$ cat config.mk
export PLATFORM = sky130hd
export DESIGN_NAME = muldiv_sequencer
export DESIGN_NICKNAME = d
export VERILOG_FILES = /design/src/rtl/muldiv_sequencer.sv
export SDC_FILE = /design/constraint.sdc
export NUM_CORES = 1
export LEC_CHECK = 0
export ABC_CLOCK_PERIOD_IN_PS = 5050
export BUFFER_PORTS_ARGS = -buffer_cell sky130_fd_sc_hd__clkbuf_2
export CORE_UTILIZATION = 60
export CTS_CLUSTER_SIZE = 24
export DETAILED_ROUTE_END_ITERATION = 8
export GPL_ROUTABILITY_DRIVEN = 0
export PLACE_DENSITY = 0.8
export SLEW_MARGIN = 20
export SYNTH_ARGS = -nofsm -noshare
export SYNTH_HDL_FRONTEND = slang
export SYNTH_SLANG_ARGS = --single-unit
$ cat constraint.sdc
create_clock -name i_clk -period 5.05 [get_ports i_clk]
set_clock_uncertainty 0.1 [all_clocks]
set_input_delay 0.505 -clock i_clk [delete_from_list [all_inputs] [get_ports i_clk]]
set_output_delay 0.505 -clock i_clk [all_outputs]
set_load 0.05 [all_outputs]
$ cat src/rtl/muldiv_sequencer.sv
// muldiv_sequencer: multi-cycle multiply/divide engine that owns HI/LO and stalls the pipeline while iterating
// Ports:
//   i_clk, i_rst         clock, synchronous active-high reset
//   i_op, i_start        request code and valid (multu/mul/div/divu long, mthi/mtlo short)
//   i_a, i_b             rs / rt operands
//   i_hilo_rd            mfhi/mflo currently in EX
//   o_hi, o_lo           HI/LO registers
//   o_mul_out            low word of the last signed mul product
//   o_busy, o_done       iteration flag, retire pulse (high for the FIN cycle)
//   o_stall              combinational freeze request to IF/ID/EX
// Build option: MULDIV_ZERO_SKIP_EN jumps straight to FIN when an operand is zero.
module muldiv_sequencer (
   input  logic        i_clk,
   input  logic        i_rst,
   input  logic [2:0]  i_op,
   input  logic        i_start,
   input  logic [31:0] i_a,
   input  logic [31:0] i_b,
   input  logic        i_hilo_rd,
   output logic [31:0] o_hi,
   output logic [31:0] o_lo,
   output logic [31:0] o_mul_out,
   output logic        o_busy,
   output logic        o_done,
   output logic        o_stall
);
   localparam logic [2:0] OP_MULTU = 3'd1, OP_MUL = 3'd2, OP_DIV = 3'd3, OP_DIVU = 3'd4, OP_MTHI = 3'd5, OP_MTLO = 3'd6;
   typedef enum logic [1:0] {S_IDLE, S_RUN, S_FIN} state_t;
   state_t      r_state, w_next;
   logic [5:0]  r_cnt;
   logic [2:0]  r_op;
   logic [63:0] r_p;
   logic [31:0] r_d, r_a, r_hi, r_lo, r_mul;
   logic        r_neg, r_sa, r_dz, r_busy;
   logic        w_long, w_short, w_accept, w_skip, w_signed_in, w_mul_in, w_is_mul, w_ge;
   logic [31:0] w_ma, w_mb, w_q, w_r;
   logic [32:0] w_sum, w_rsh, w_diff;
   assign w_long      = i_op == OP_MULTU || i_op == OP_MUL || i_op == OP_DIV || i_op == OP_DIVU;
   assign w_short     = i_op == OP_MTHI || i_op == OP_MTLO;
   assign w_accept    = i_start && w_long && r_state == S_IDLE;
   assign w_signed_in = i_op == OP_MUL || i_op == OP_DIV;
   assign w_mul_in    = i_op == OP_MULTU || i_op == OP_MUL;
   assign w_ma        = (w_signed_in && i_a[31]) ? -i_a : i_a;
   assign w_mb        = (w_signed_in && i_b[31]) ? -i_b : i_b;
`ifdef MULDIV_ZERO_SKIP_EN
   // A zero operand fixes the result: product 0, quotient/remainder 0, or the divide-by-zero pattern
   assign w_skip = i_a == 32'd0 || i_b == 32'd0;
`else
   assign w_skip = 1'b0;
`endif
   // r_p holds {acc, multiplier} for multiply and {remainder, dividend/quotient} for divide
   assign w_is_mul = r_op == OP_MULTU || r_op == OP_MUL;
   assign w_sum    = {1'b0, r_p[63:32]} + (r_p[0] ? {1'b0, r_d} : 33'd0);
   assign w_rsh    = r_p[63:31];
   assign w_diff   = w_rsh - {1'b0, r_d};
   assign w_ge     = ~w_diff[32];
   // Low word of a negated 64-bit product equals the negated low word, so mul shares the quotient fixup
   assign w_q      = r_neg ? -r_p[31:0] : r_p[31:0];
   assign w_r      = r_sa ? -r_p[63:32] : r_p[63:32];
   always_ff @(posedge i_clk) begin
      if (i_rst) r_state <= S_IDLE;
      else r_state <= w_next;
   end
   always_comb begin
      w_next  = r_state;
      o_done  = r_state == S_FIN;
      o_stall = w_accept || r_state == S_RUN || r_state == S_FIN ||
                (i_hilo_rd && r_state != S_IDLE) || (i_start && w_short && r_state != S_IDLE);
      unique case (r_state)
         S_IDLE:  if (w_accept) w_next = w_skip ? S_FIN : S_RUN;
         S_RUN:   if (r_cnt == 6'd31) w_next = S_FIN;
         default: w_next = S_IDLE;
      endcase
   end
   always_ff @(posedge i_clk) begin
      if (i_rst) begin
         r_cnt  <= '0;
         r_op   <= '0;
         r_p    <= '0;
         r_d    <= '0;
         r_a    <= '0;
         r_hi   <= '0;
         r_lo   <= '0;
         r_mul  <= '0;
         r_neg  <= 1'b0;
         r_sa   <= 1'b0;
         r_dz   <= 1'b0;
         r_busy <= 1'b0;
      end else begin
         r_busy <= r_state == S_RUN;
         if (r_state == S_IDLE) begin
            if (w_accept) begin
               r_cnt <= '0;
               r_op  <= i_op;
               r_p   <= w_skip ? 64'd0 : {32'd0, w_mul_in ? w_mb : w_ma};
               r_d   <= w_mul_in ? w_ma : w_mb;
               r_a   <= i_a;
               r_neg <= w_signed_in && (i_a[31] ^ i_b[31]);
               r_sa  <= w_signed_in && i_a[31];
               r_dz  <= !w_mul_in && i_b == 32'd0;
            end else if (i_start && i_op == OP_MTHI) r_hi <= i_a;
            else if (i_start && i_op == OP_MTLO) r_lo <= i_a;
         end else if (r_state == S_RUN) begin
            r_cnt <= r_cnt + 6'd1;
            r_p   <= w_is_mul ? {w_sum, r_p[31:1]} : {w_ge ? w_diff[31:0] : w_rsh[31:0], r_p[30:0], w_ge};
         end else begin
            r_cnt <= '0;
            if (r_op == OP_MULTU) {r_hi, r_lo} <= r_p;
            else if (r_op == OP_MUL) r_mul <= w_q;
            else if (r_dz) begin
               r_lo <= 32'hFFFF_FFFF;
               r_hi <= r_a;
            end else begin
               r_lo <= w_q;
               r_hi <= w_r;
            end
         end
      end
   end
   assign o_hi      = r_hi;
   assign o_lo      = r_lo;
   assign o_mul_out = r_mul;
   assign o_busy    = r_busy;
endmodule

==> out/qor.yml <==
sta:
  setup_viol: 0
  post-route-min-period_ps: 4140
  hold_violations: 0
  grt_setup_unrepaired: "no"
  finalCritPeriodShare_pct: 82.1
  finalMaxSlewViolations: 0
  fin_setup_tns_ps: 0
  worst_slew_pin_slew_ps: 1140
  maxSlewHeadroom_pct: 24.1
  clock.fmax_mhz: 241
clock_network:
  cts_resized: 0
  holdBufCountCts: 0
  cts_post_setup_buffers_inserted: 0
  cts_buffers: 27
  clk_pin_slew_ps: 60
  cts_max_path_buffers: 3
  htree_num_levels: 1
  clock-sinks: 239
  worst_skew_pair.late_latency_ps: 570
  cts-root-buf: "clkbuf_16"
  cts_tree: "built"
final_layout:
  layout_commonest_cell: "nand2_1"
  layout_common_cells: "nand2_1, nor2_1, dfxtp_1"
  drive_gt1_share_pct: 11.6
  fin_nets: 2673
  syn2layout_area_growth_pct: 10.3
setup_path:
  arrival_ps: 4490
  r2r_slack_ps: 910
  crit_type: "reg -> reg"
  rr_startpoint: "r_p[40]"
  cpPeakStageDelay_ps: 510
  reg2reg_to: "r_p[39]"
  crit_fanout: 45
  worstPathCellList: "ha_1, a21oi_1, o21ai_0, a221oi_1, o211ai_1, o21ai_0, a311o_1, buf_4, mux2_2, a221o_1"
  crit_path_frequent_cell: "o21ai_0"
  slowest_stage: "dfxtp_1"
  required_ps: 5400
  cp-end-kind: "flop"
  r2r_cells: 10
  cp-start-kind: "flop"
yosys:
  ys_warn_count: 0
  synth-seq-cells: 239
  synth.net_count: 2644
  ys_seq_area_share_pct: 26.9
  ys.flop_type: "dfxtp_1"
  synth_top_area_share_pct: 26.9
  synth_edf_count: 0
  syn_avg_cell_area_um2: 7.12
  yosysUniqueCellTypes: 74
  synth_area_leader_cell: "dfxtp_1"
  syn_inst: 2502
  synthTopCellsByArea: "dfxtp_1, nand2_1, a21oi_1"
  syn_area_mm2: 0.0178
  synthArstFlopShare_pct: 0
place:
  hpwl_um: 47400
  place.port_buffers: 169
grt:
  grt_overflow: 0
  grt_usage_pct: 40.8
  grt_max_degree: 82
  grt_pass1_wl_um: 98800
  grt_pass1_vias: 17770
  antenna_found_initial: 0
die:
  core_area_mm2: 0.0289
  initial_utilization_pct: 61.6
  io_pins: 170
  die_area_mm2: 0.0304
  die_y_um: 174
  rows: 62
  die_x_um: 174
routing:
  viasPerCell: 6.80
  dr_total_vias: 19972
  dr.pass1.iters: 7
  drt-total-wl_um: 64600
  drt_iter0_drc: 2766
  postRouteAntennaNets: 0
  wl_per_cell_um: 22.0
  drc: 0
pwr:
  power_density_mw_per_mm2: 383
  power.leakage_nw: 7.76
  irDropWorstVdd_mv: 0.325
  fin_total_pwr_w: 0.00752
outcome:
  status: "completed"
worst_hold_path:
  hp-class: "in -> reg"
  min_to: "r_a[5]"
  hold_depth: 3
  worstHoldStart: "i_a[5]"
flow_run:
  cap_violations: 0
## stage by stage
step / area [µm²] / utilization (%) / setup WS (ps) / instances / hold WS (ps)
2_1_floorplan: 17800 / - / 1510 / 2502 / 332
3_3_place_gp: 18700 / 64.6 / 1130 / 2886 / 340
3_5_place_dp: 18700 / 64.6 / 1030 / 2886 / 346
4_1_cts: 19600 / 67.9 / 1030 / 2936 / 143
5_1_grt: 19600 / 67.9 / 643 / 2936 / 163
6_report: 19600 / 67.9 / 906 / 2937 / 150
## report_power, final
| group | switching [W] | total [W] | internal [W] |
|---|---|---|---|
| Clock | 0.000867 | 0.00214 | 0.00127 |
| Sequential | 0.000226 | 0.00224 | 0.00201 |
| Combinational | 0.00202 | 0.00314 | 0.00112 |
## how the worst max path moves through the flow
stage,from,end,slack (ps),cells after the start
finish,r_p[40],r_p[39],910,10
global route,r_p[40],r_p[39],640,10
CTS,r_p[40],r_p[39],1030,10
detailed placement,r_p[40],r_p[39],1030,10
global placement,r_p[0],r_p[63],1130,13
floorplan,r_p[12],o_lo[29],1510,10
## state kept, by name (all words and copies together), names as in the netlist
register and cells:
o_busy 1, o_hi 32, o_lo 32, o_mul_out 32
r_a 32, r_cnt 6, r_d 32, r_dz 1
r_neg 1, r_op 3, r_p 64, r_sa 1
r_state 2
## area by class of cell
cell class	instances	area, µm²
repair buffers	203	1110
diodes	1	2.50
inverters	63	236
multi-input cells	1997	12100
flip-flops and latches	239	4790
clock inverters	17	229
well taps	384	480
clock buffers	33	718
fillers	2476	9290
## synth_stat cells, drive strengths merged, types with 14 or more instances
library cell and count:
a211oi 59, a21o 38, a21oi 238, a22oi 42
a311oi 66, a31oi 24, buf 20, clkbuf 183
dfxtp 239, ha 69, inv 62, mux2 14
mux2i 46, nand2 397, nand2b 16, nand3 50
nand4 14, nor2 302, nor3 54, nor4 15
o211ai 25, o21ai 136, o221ai 30, o22ai 17
o31ai 32, or3 19, or4 20, xnor2 61
xor2 78
## kinds of logic (layout without fill, tap and decap cells)
| logic type | count (synthesis) | in the layout | share of synthesized area (%) |
|---|---|---|---|
| other | 0 | 1 | 0 |
| AO/OA/AOI/OAI | 780 | 780 | 28.8 |
| buffers and inverters | 266 | 316 | 5.73 |
| XOR/XNOR | 139 | 139 | 6.83 |
| adder cells (fa/ha/maj) | 71 | 71 | 5.07 |
| multiplexers | 60 | 60 | 3.49 |
| flip-flops | 239 | 239 | 26.9 |
| AND/OR/NAND/NOR | 947 | 947 | 23.2 |
## critical path, delay by kind of cell, from the launching register on
kind                       cells  cell delay (ps)
buffers and inverters          1              410
DFF                            1              510
muxes                          1              390
AOI/OAI and AO/OA              7             2260
adders and majority gates      1              360
## per-layer routing
layer | GRT usage, % | part of all wire, % | up-vias | wire length (µm)
li1 | - | - | 9071 | -
met1 | 53.9 | 39 | 9150 | 24900
met2 | 60.9 | 42 | 1460 | 26900
met3 | 10.8 | 14 | 291 | 8940
met4 | 21.0 | 6.0 | 0 | 3860
met5 | 0 | 0 | - | 0
(Power assumes the default switching activity.)
